[src/rtl/eth_tx_frame_builder_if.sv]
// Byte-wide AXI-Stream link used for the payload input and the frame output of
// eth_tx_frame_builder.
interface eth_tx_frame_builder_if #(
  parameter int DATA_WIDTH = 8
);
  // A byte moves on a rising edge where tvalid & trdy are both high; once
  // tvalid is raised the master keeps tdata/tlast stable until that edge.
  logic [DATA_WIDTH-1:0] tdata;
  logic                  tvalid;
  logic                  tlast;
  logic                  trdy;

  modport master (output tdata, output tvalid, output tlast, input trdy);
  modport slave  (input tdata, input tvalid, input tlast, output trdy);
endinterface

[src/rtl/eth_tx_frame_builder.sv]
// TX frame builder: emits dst/src/EtherType header followed by the payload stream.
// Optional 802.1Q tag insertion is enabled by defining ETH_TX_VLAN_TAG_EN.
module eth_tx_frame_builder #(
  parameter int DATA_WIDTH      = 8,
  parameter int FRAME_CNT_WIDTH = 16
) (
  input  logic                       i_clk,
  input  logic                       i_reset_n,
  input  logic [47:0]                i_dst_mac,
  input  logic [47:0]                i_src_mac,
  input  logic [15:0]                i_eth_type,
`ifdef ETH_TX_VLAN_TAG_EN
  input  logic [15:0]                i_vlan_tci,
`endif
  input  logic                       i_hdr_valid,
  output logic                       o_hdr_rdy,
  eth_tx_frame_builder_if.slave      s_axis,
  eth_tx_frame_builder_if.master     m_axis,
  output logic                       o_busy,
  output logic [FRAME_CNT_WIDTH-1:0] o_frame_cnt,
  output logic [1:0]                 o_dbg_state
);

`ifdef ETH_TX_VLAN_TAG_EN
  localparam int HDR_LEN = 18;
`else
  localparam int HDR_LEN = 14;
`endif
  localparam int HW = HDR_LEN * DATA_WIDTH;

  typedef enum logic [1:0] {
    IDLE    = 2'd0,
    HEADER  = 2'd1,
    PAYLOAD = 2'd2
  } state_t;

  state_t        state;
  logic [HW-1:0] hdr_sr;
  logic [HW-1:0] hdr_word;
  logic [4:0]    idx;
  logic          load_en;

  always_comb begin
`ifdef ETH_TX_VLAN_TAG_EN
    hdr_word = {i_dst_mac, i_src_mac, 16'h8100, i_vlan_tci, i_eth_type};
`else
    hdr_word = {i_dst_mac, i_src_mac, i_eth_type};
`endif
  end

  assign load_en     = !m_axis.tvalid || m_axis.trdy;
  assign s_axis.trdy = (state == PAYLOAD) && load_en;
  assign o_hdr_rdy   = (state == IDLE);
  assign o_busy      = (state != IDLE);
  assign o_dbg_state = state;

  always_ff @(posedge i_clk or negedge i_reset_n) begin
    if (!i_reset_n) begin
      state         <= IDLE;
      hdr_sr        <= '0;
      idx           <= '0;
      m_axis.tdata  <= '0;
      m_axis.tvalid <= 1'b0;
      m_axis.tlast  <= 1'b0;
      o_frame_cnt   <= '0;
    end else begin
      if (m_axis.tvalid && m_axis.trdy && m_axis.tlast)
        o_frame_cnt <= o_frame_cnt + FRAME_CNT_WIDTH'(1);

      case (state)
        IDLE: begin
          if (load_en) begin
            m_axis.tvalid <= 1'b0;
            m_axis.tlast  <= 1'b0;
          end
          if (i_hdr_valid) begin
            state <= HEADER;
            // Loading byte 0 straight from the inputs gives first-beat latency
            // of one cycle and zero-gap back-to-back frames.
            if (load_en) begin
              m_axis.tdata  <= hdr_word[HW-1 -: DATA_WIDTH];
              m_axis.tvalid <= 1'b1;
              m_axis.tlast  <= 1'b0;
              hdr_sr        <= hdr_word << DATA_WIDTH;
              idx           <= 5'd1;
            end else begin
              hdr_sr <= hdr_word;
              idx    <= 5'd0;
            end
          end
        end

        HEADER: begin
          if (load_en) begin
            m_axis.tdata  <= hdr_sr[HW-1 -: DATA_WIDTH];
            m_axis.tvalid <= 1'b1;
            m_axis.tlast  <= 1'b0;
            hdr_sr        <= hdr_sr << DATA_WIDTH;
            idx           <= idx + 5'd1;
            if (idx == 5'(HDR_LEN - 1))
              state <= PAYLOAD;
          end
        end

        PAYLOAD: begin
          if (load_en) begin
            if (s_axis.tvalid) begin
              m_axis.tdata  <= s_axis.tdata;
              m_axis.tvalid <= 1'b1;
              m_axis.tlast  <= s_axis.tlast;
              if (s_axis.tlast)
                state <= IDLE;
            end else begin
              m_axis.tvalid <= 1'b0;
              m_axis.tlast  <= 1'b0;
            end
          end
        end

        default: state <= IDLE;
      endcase
    end
  end

endmodule

[src/flat_wrapper.sv]
// flat-port wrapper written by rule: the top's interface ports become plain ports
module eth_tx_frame_builder_flat 
#(
  parameter int DATA_WIDTH      = 8,
  parameter int FRAME_CNT_WIDTH = 16
)
  (i_clk, i_reset_n, i_dst_mac, i_src_mac, i_eth_type, i_hdr_valid, o_hdr_rdy, o_busy, o_frame_cnt, o_dbg_state, s_axis_tdata, s_axis_tvalid, s_axis_tlast, s_axis_trdy, m_axis_tdata, m_axis_tvalid, m_axis_tlast, m_axis_trdy);
  eth_tx_frame_builder_if #(.DATA_WIDTH(DATA_WIDTH)) s_axis_i ();
  eth_tx_frame_builder_if #(.DATA_WIDTH(DATA_WIDTH)) m_axis_i ();
  input  logic i_clk;
  input  logic i_reset_n;
  input  logic [47:0] i_dst_mac;
  input  logic [47:0] i_src_mac;
  input  logic [15:0] i_eth_type;
  input  logic i_hdr_valid;
  output logic o_hdr_rdy;
  output logic o_busy;
  output logic [FRAME_CNT_WIDTH-1:0] o_frame_cnt;
  output logic [1:0] o_dbg_state;
  input wire logic [$bits(s_axis_i.tdata)-1:0] s_axis_tdata;
  input wire logic [$bits(s_axis_i.tvalid)-1:0] s_axis_tvalid;
  input wire logic [$bits(s_axis_i.tlast)-1:0] s_axis_tlast;
  output wire logic [$bits(s_axis_i.trdy)-1:0] s_axis_trdy;
  output wire logic [$bits(m_axis_i.tdata)-1:0] m_axis_tdata;
  output wire logic [$bits(m_axis_i.tvalid)-1:0] m_axis_tvalid;
  output wire logic [$bits(m_axis_i.tlast)-1:0] m_axis_tlast;
  input wire logic [$bits(m_axis_i.trdy)-1:0] m_axis_trdy;
  assign s_axis_i.tdata = s_axis_tdata;
  assign s_axis_i.tvalid = s_axis_tvalid;
  assign s_axis_i.tlast = s_axis_tlast;
  assign s_axis_trdy = s_axis_i.trdy;
  assign m_axis_tdata = m_axis_i.tdata;
  assign m_axis_tvalid = m_axis_i.tvalid;
  assign m_axis_tlast = m_axis_i.tlast;
  assign m_axis_i.trdy = m_axis_trdy;
  eth_tx_frame_builder #(.DATA_WIDTH(DATA_WIDTH), .FRAME_CNT_WIDTH(FRAME_CNT_WIDTH)) u_core (.i_clk(i_clk), .i_reset_n(i_reset_n), .i_dst_mac(i_dst_mac), .i_src_mac(i_src_mac), .i_eth_type(i_eth_type), .i_hdr_valid(i_hdr_valid), .o_hdr_rdy(o_hdr_rdy), .s_axis(s_axis_i), .m_axis(m_axis_i), .o_busy(o_busy), .o_frame_cnt(o_frame_cnt), .o_dbg_state(o_dbg_state));
endmodule
[config.mk]
export PLATFORM = sky130hd
export DESIGN_NAME = eth_tx_frame_builder_flat
export DESIGN_NICKNAME = d
export VERILOG_FILES = /design/src/rtl/eth_tx_frame_builder_if.sv /design/src/rtl/eth_tx_frame_builder.sv /design/src/flat_wrapper.sv
export SDC_FILE = /design/constraint.sdc
export NUM_CORES = 1
export LEC_CHECK = 0
export CELL_PAD_IN_SITES_DETAIL_PLACEMENT = 0
export CELL_PAD_IN_SITES_GLOBAL_PLACEMENT = 1
export CORE_MARGIN = 3
export CORE_UTILIZATION = 37
export CTS_CLUSTER_SIZE = 30
export DETAILED_ROUTE_END_ITERATION = 16
export MAX_ROUTING_LAYER = met4
export PLACE_DENSITY = 0.74
export SYNTH_ARGS = -nofsm -noshare
export SYNTH_HDL_FRONTEND = slang
export SYNTH_SLANG_ARGS = --single-unit
[constraint.sdc]
create_clock -name i_clk -period 1.7 [get_ports i_clk]
set_input_delay 0.34 -clock i_clk [delete_from_list [all_inputs] [get_ports i_clk]]
set_output_delay 0.34 -clock i_clk [all_outputs]
set_load 0.01 [all_outputs]
==> results.toml <==
[run_status]
outcome = "finished with violations"
violations = "setup timing"

[cells_and_area]
fin_nets = 1100
insertedDiodeCount = 0
area_growth_pct = 38.3
nFillCells = 1948
drive_above_1_share_pct = 25.5

[worst_setup_path]
crit_family = "flip-flops"
crit_required_ns = 2.00
slowest_delay_ns = 0.45
critical_path_buf_inv_count = 2
crit_path_cell_trace = "ha_4 -> nand3b_4 -> o21ai_4 -> a21oi_4 -> buf_12 -> buf_12 -> mux2_2"
crit_arrival_ns = 2.12
slowest_stage = "dfrtp_2"
worst-path-max-fanout = 19
end_kind = "flip-flop"
path_class = "flip-flop to flip-flop"
cpMostUsedCell = "buf_12"
start_kind = "flip-flop"

[placed_design]
hpwlAfterDp_um = 15400
preCtsSetupSlack_ns = -0.410
io_buffers = 156
place.gp.congestion = 0.790

[pwr]
internal-power_w = 0.0134
vdd_ir_drop_max_mv = 0.782
p_switching_w = 0.00691
powerDensity_nw_per_um2 = 1790
p_total_w = 0.0203
clockPowerShare_pct = 19.1
seq_power_share_pct = 28.8
power_frac_comb_pct = 52.1
total_leakage_power_nw = 5.45
swShare_pct = 34.0

[floorplan]
die-area_um2 = 24100
initial_core_util_pct = 38.4
placementRows = 53
dieWidth_um = 155
die_h_um = 155
core_um2 = 21400
num_io_pins = 157

[clock_network]
cts_max_level = 4
clock_latency_ns = 0.42
cts_root_buf = "clkbuf_16"
clock_path_buffers = 2
cts_tree = "yes"
cts-buffers-inserted = 17
clkTransAtPathRegs_ns = 0.06
cts_sinks = 145

[grt]
grt_antenna_before_repair = 0
grt_pass1_vias = 6298
grt_max_degree = 72
grt-ovfl-total = 0
grt_pass1_wl_um = 33900
track_usage_pct = 18.1

[detailed_routing]
wl_per_cell_um = 17.3
wirelength_um = 21700
ant_nets = 0
drc = 0
first_pass_iters = 5
viasPerCell = 5.04
dr.first_iter.drc_count = 336
via_count = 6318

[yosys]
yosysUniqueCellTypes = 43
syn_avg_cell_area_um2 = 10.7
netlist_area_um2 = 8230
yosys_warnings = 0
synthCells = 771
ys.flop_type = "dfrtp_1"
ys_async_sr_fraction_pct = 100
syn_nets = 905
ys_seq_area_share_pct = 44.1
synth_seq_cells = 145
synth_edf_count = 0

[sta]
fmax_mhz = 549
layout_min_cycle_time_ns = 1.82
grt_setup_unrepaired = "yes"
finalSetupViolCount = 113
whs_ns = 0.391
maxSlewViolCount = 0
slew_headroom_pct = 77.1
worstMarginPinSlew_ns = 0.344
skew_ns = 0.00911
post-route-period-util_pct = 107
finalHoldViolations = 0
finalWorstSetupSlack_ns = -0.121

[flow_run]
maxCapViolCount = 0

[hold_path]
hold_path_class = "input pin to async pin"
synthesized netlist by cell type, types with 2 or more instances:
master / instances / area share (%)
a22oi_1: 8 / 0.73
and3_1: 3 / 0.23
buf_4: 2 / 0.18
mux2_2: 106 / 14
buf_6: 19 / 2.6
dfrtp_1: 145 / 44
ha_1: 8 / 1.2
a21oi_1: 11 / 0.67
mux2_4: 9 / 1.6
a211o_1: 2 / 0.21
or2_2: 2 / 0.15
o21ai_0: 19 / 1.2
inv_2: 2 / 0.091
o21ai_1: 96 / 5.8
buf_2: 25 / 1.5
a22o_1: 3 / 0.32
inv_1: 4 / 0.18
nand2_1: 133 / 6.1
mux2i_1: 107 / 13
xnor2_1: 10 / 1.1
nand3_1: 7 / 0.43
nor2_1: 13 / 0.59
clkbuf_1: 10 / 0.46
nand4_1: 4 / 0.30
xor2_1: 5 / 0.53
sequential cells by signal (all words and copies together), names as in the netlist, named ones only:
name and cells:
u_core.o_dbg_state 2, u_core.m_axis.tlast 1, u_core.o_frame_cnt 16, u_core.hdr_sr 112
u_core.idx 5, u_core.m_axis.tdata 8
timing repair:
item,4_1_cts,5_1_grt
resized for setup,35,34
setup endpoints to repair,145,133
pin swaps,0,7
gates cloned,0,2
hold buffers,1,0
hold endpoints to repair,28,0
buffers inserted,9,9
through the flow:
step           utilization [%]  TNS (ns)  cells  instance area, um^2
2_1_floorplan                -     -6.46    771                 8310
3_3_place_gp              48.9    -43.90   1201                10500
3_5_place_dp              48.9    -47.80   1201                10500
4_1_cts                   52.0    -10.94   1243                11100
5_1_grt                   53.2    -18.50   1254                11400
6_report                  53.2    -10.91   1254                11400
power groups by stage:
stage / combinational (W) / sequential, W / clock [W]
global placement: 0.00980 / 0.00584 / 0
finish: 0.0106 / 0.00585 / 0.00388
floorplan: 0.00732 / 0.00572 / 0
detailed placement: 0.00994 / 0.00589 / 0
CTS: 0.0101 / 0.00585 / 0.00396
global route: 0.0116 / 0.00604 / 0.00410
worst reg2reg max path, delay by kind of cell (launching register included):
kind            cells  cell delay [ns]
compound gates      2             0.22
buf+inv             2             0.37
simple gates        1             0.10
flops               1             0.45
mux                 1             0.35
fa+ha+maj           1             0.21
placed cells by master (no fill, tap or decap), types with 3 or more instances in the layout:
master           netlist  final
dfrtp_1              145    143
ha_1                   8      5
mux2i_1              107    107
clkinvlp_4             0      3
xor2_1                 5      5
a21oi_1               11     10
bufinv_16              0      3
nor2_1                13     11
mux2_4                 9     16
mux2_2               106    100
buf_4                  2     44
buf_6                 19     11
xnor2_1               10     10
nand3_1                7      7
nand2_1              133    132
o21ai_0               19     17
o21ai_1               96     98
clkbuf_1              10      4
dlygate4sd2_1          0     15
ha_4                   0      3
clkdlybuf4s50_1        0    132
clkbuf_8               0      3
dlymetal6s2s_1         0      5
a22o_1                 3      3
buf_12                 0     19
and3_1                 3      3
nand4_1                4      4
clkbuf_16              0     18
a22oi_1                8      6
metal layers:
metal / part of all wire, % / vias up / GRT usage [%]
met5: 0 / - / -
met1: 49 / 3069 / 25.6
met2: 46 / 123 / 27.2
met3: 3.3 / 12 / 2.98
met4: 0.94 / 0 / 4.42
li1: - / 3114 / -
cell families after synthesis:
group,share of synthesized area (%)
xor gates and xnor gates,1.60
AOI/OAI and AO/OA,9.82
DFF,44.1
buffers and inverters,5.03
adders and majority gates,1.22
muxes,29.3
and+or+nand+nor,8.98
cell type report:
class	instances	area (um^2)	area share, %
Clock buffer	24	482	4.23
Timing Repair Buffer	232	2450	21.5
Clock inverter	8	126	1.11
Tap cell	275	344	3.02
Sequential cell	145	3630	31.9
Inverter	6	30.0	0.264
Multi-Input combinational cell	564	4320	38.0
path summary, 6_finish.rpt:
path                                     endpoint  slack [ns]             startpoint  depth (start not counted)
hold / removal             u_core.m_axis.tdata[3]        0.39              i_reset_n                          2
setup / recovery                u_core.hdr_sr[68]       -0.12  u_core.o_dbg_state[0]                          7
hold reg to reg                  u_core.hdr_sr[7]        0.48       u_core.hdr_sr[7]                          2
setup reg to reg                u_core.hdr_sr[68]       -0.12  u_core.o_dbg_state[0]                          7
max in group asynchronous               async pin        0.75              i_reset_n                          3
min in group i_clk               u_core.hdr_sr[7]        0.48       u_core.hdr_sr[7]                          2
(Power assumes the default switching activity.)
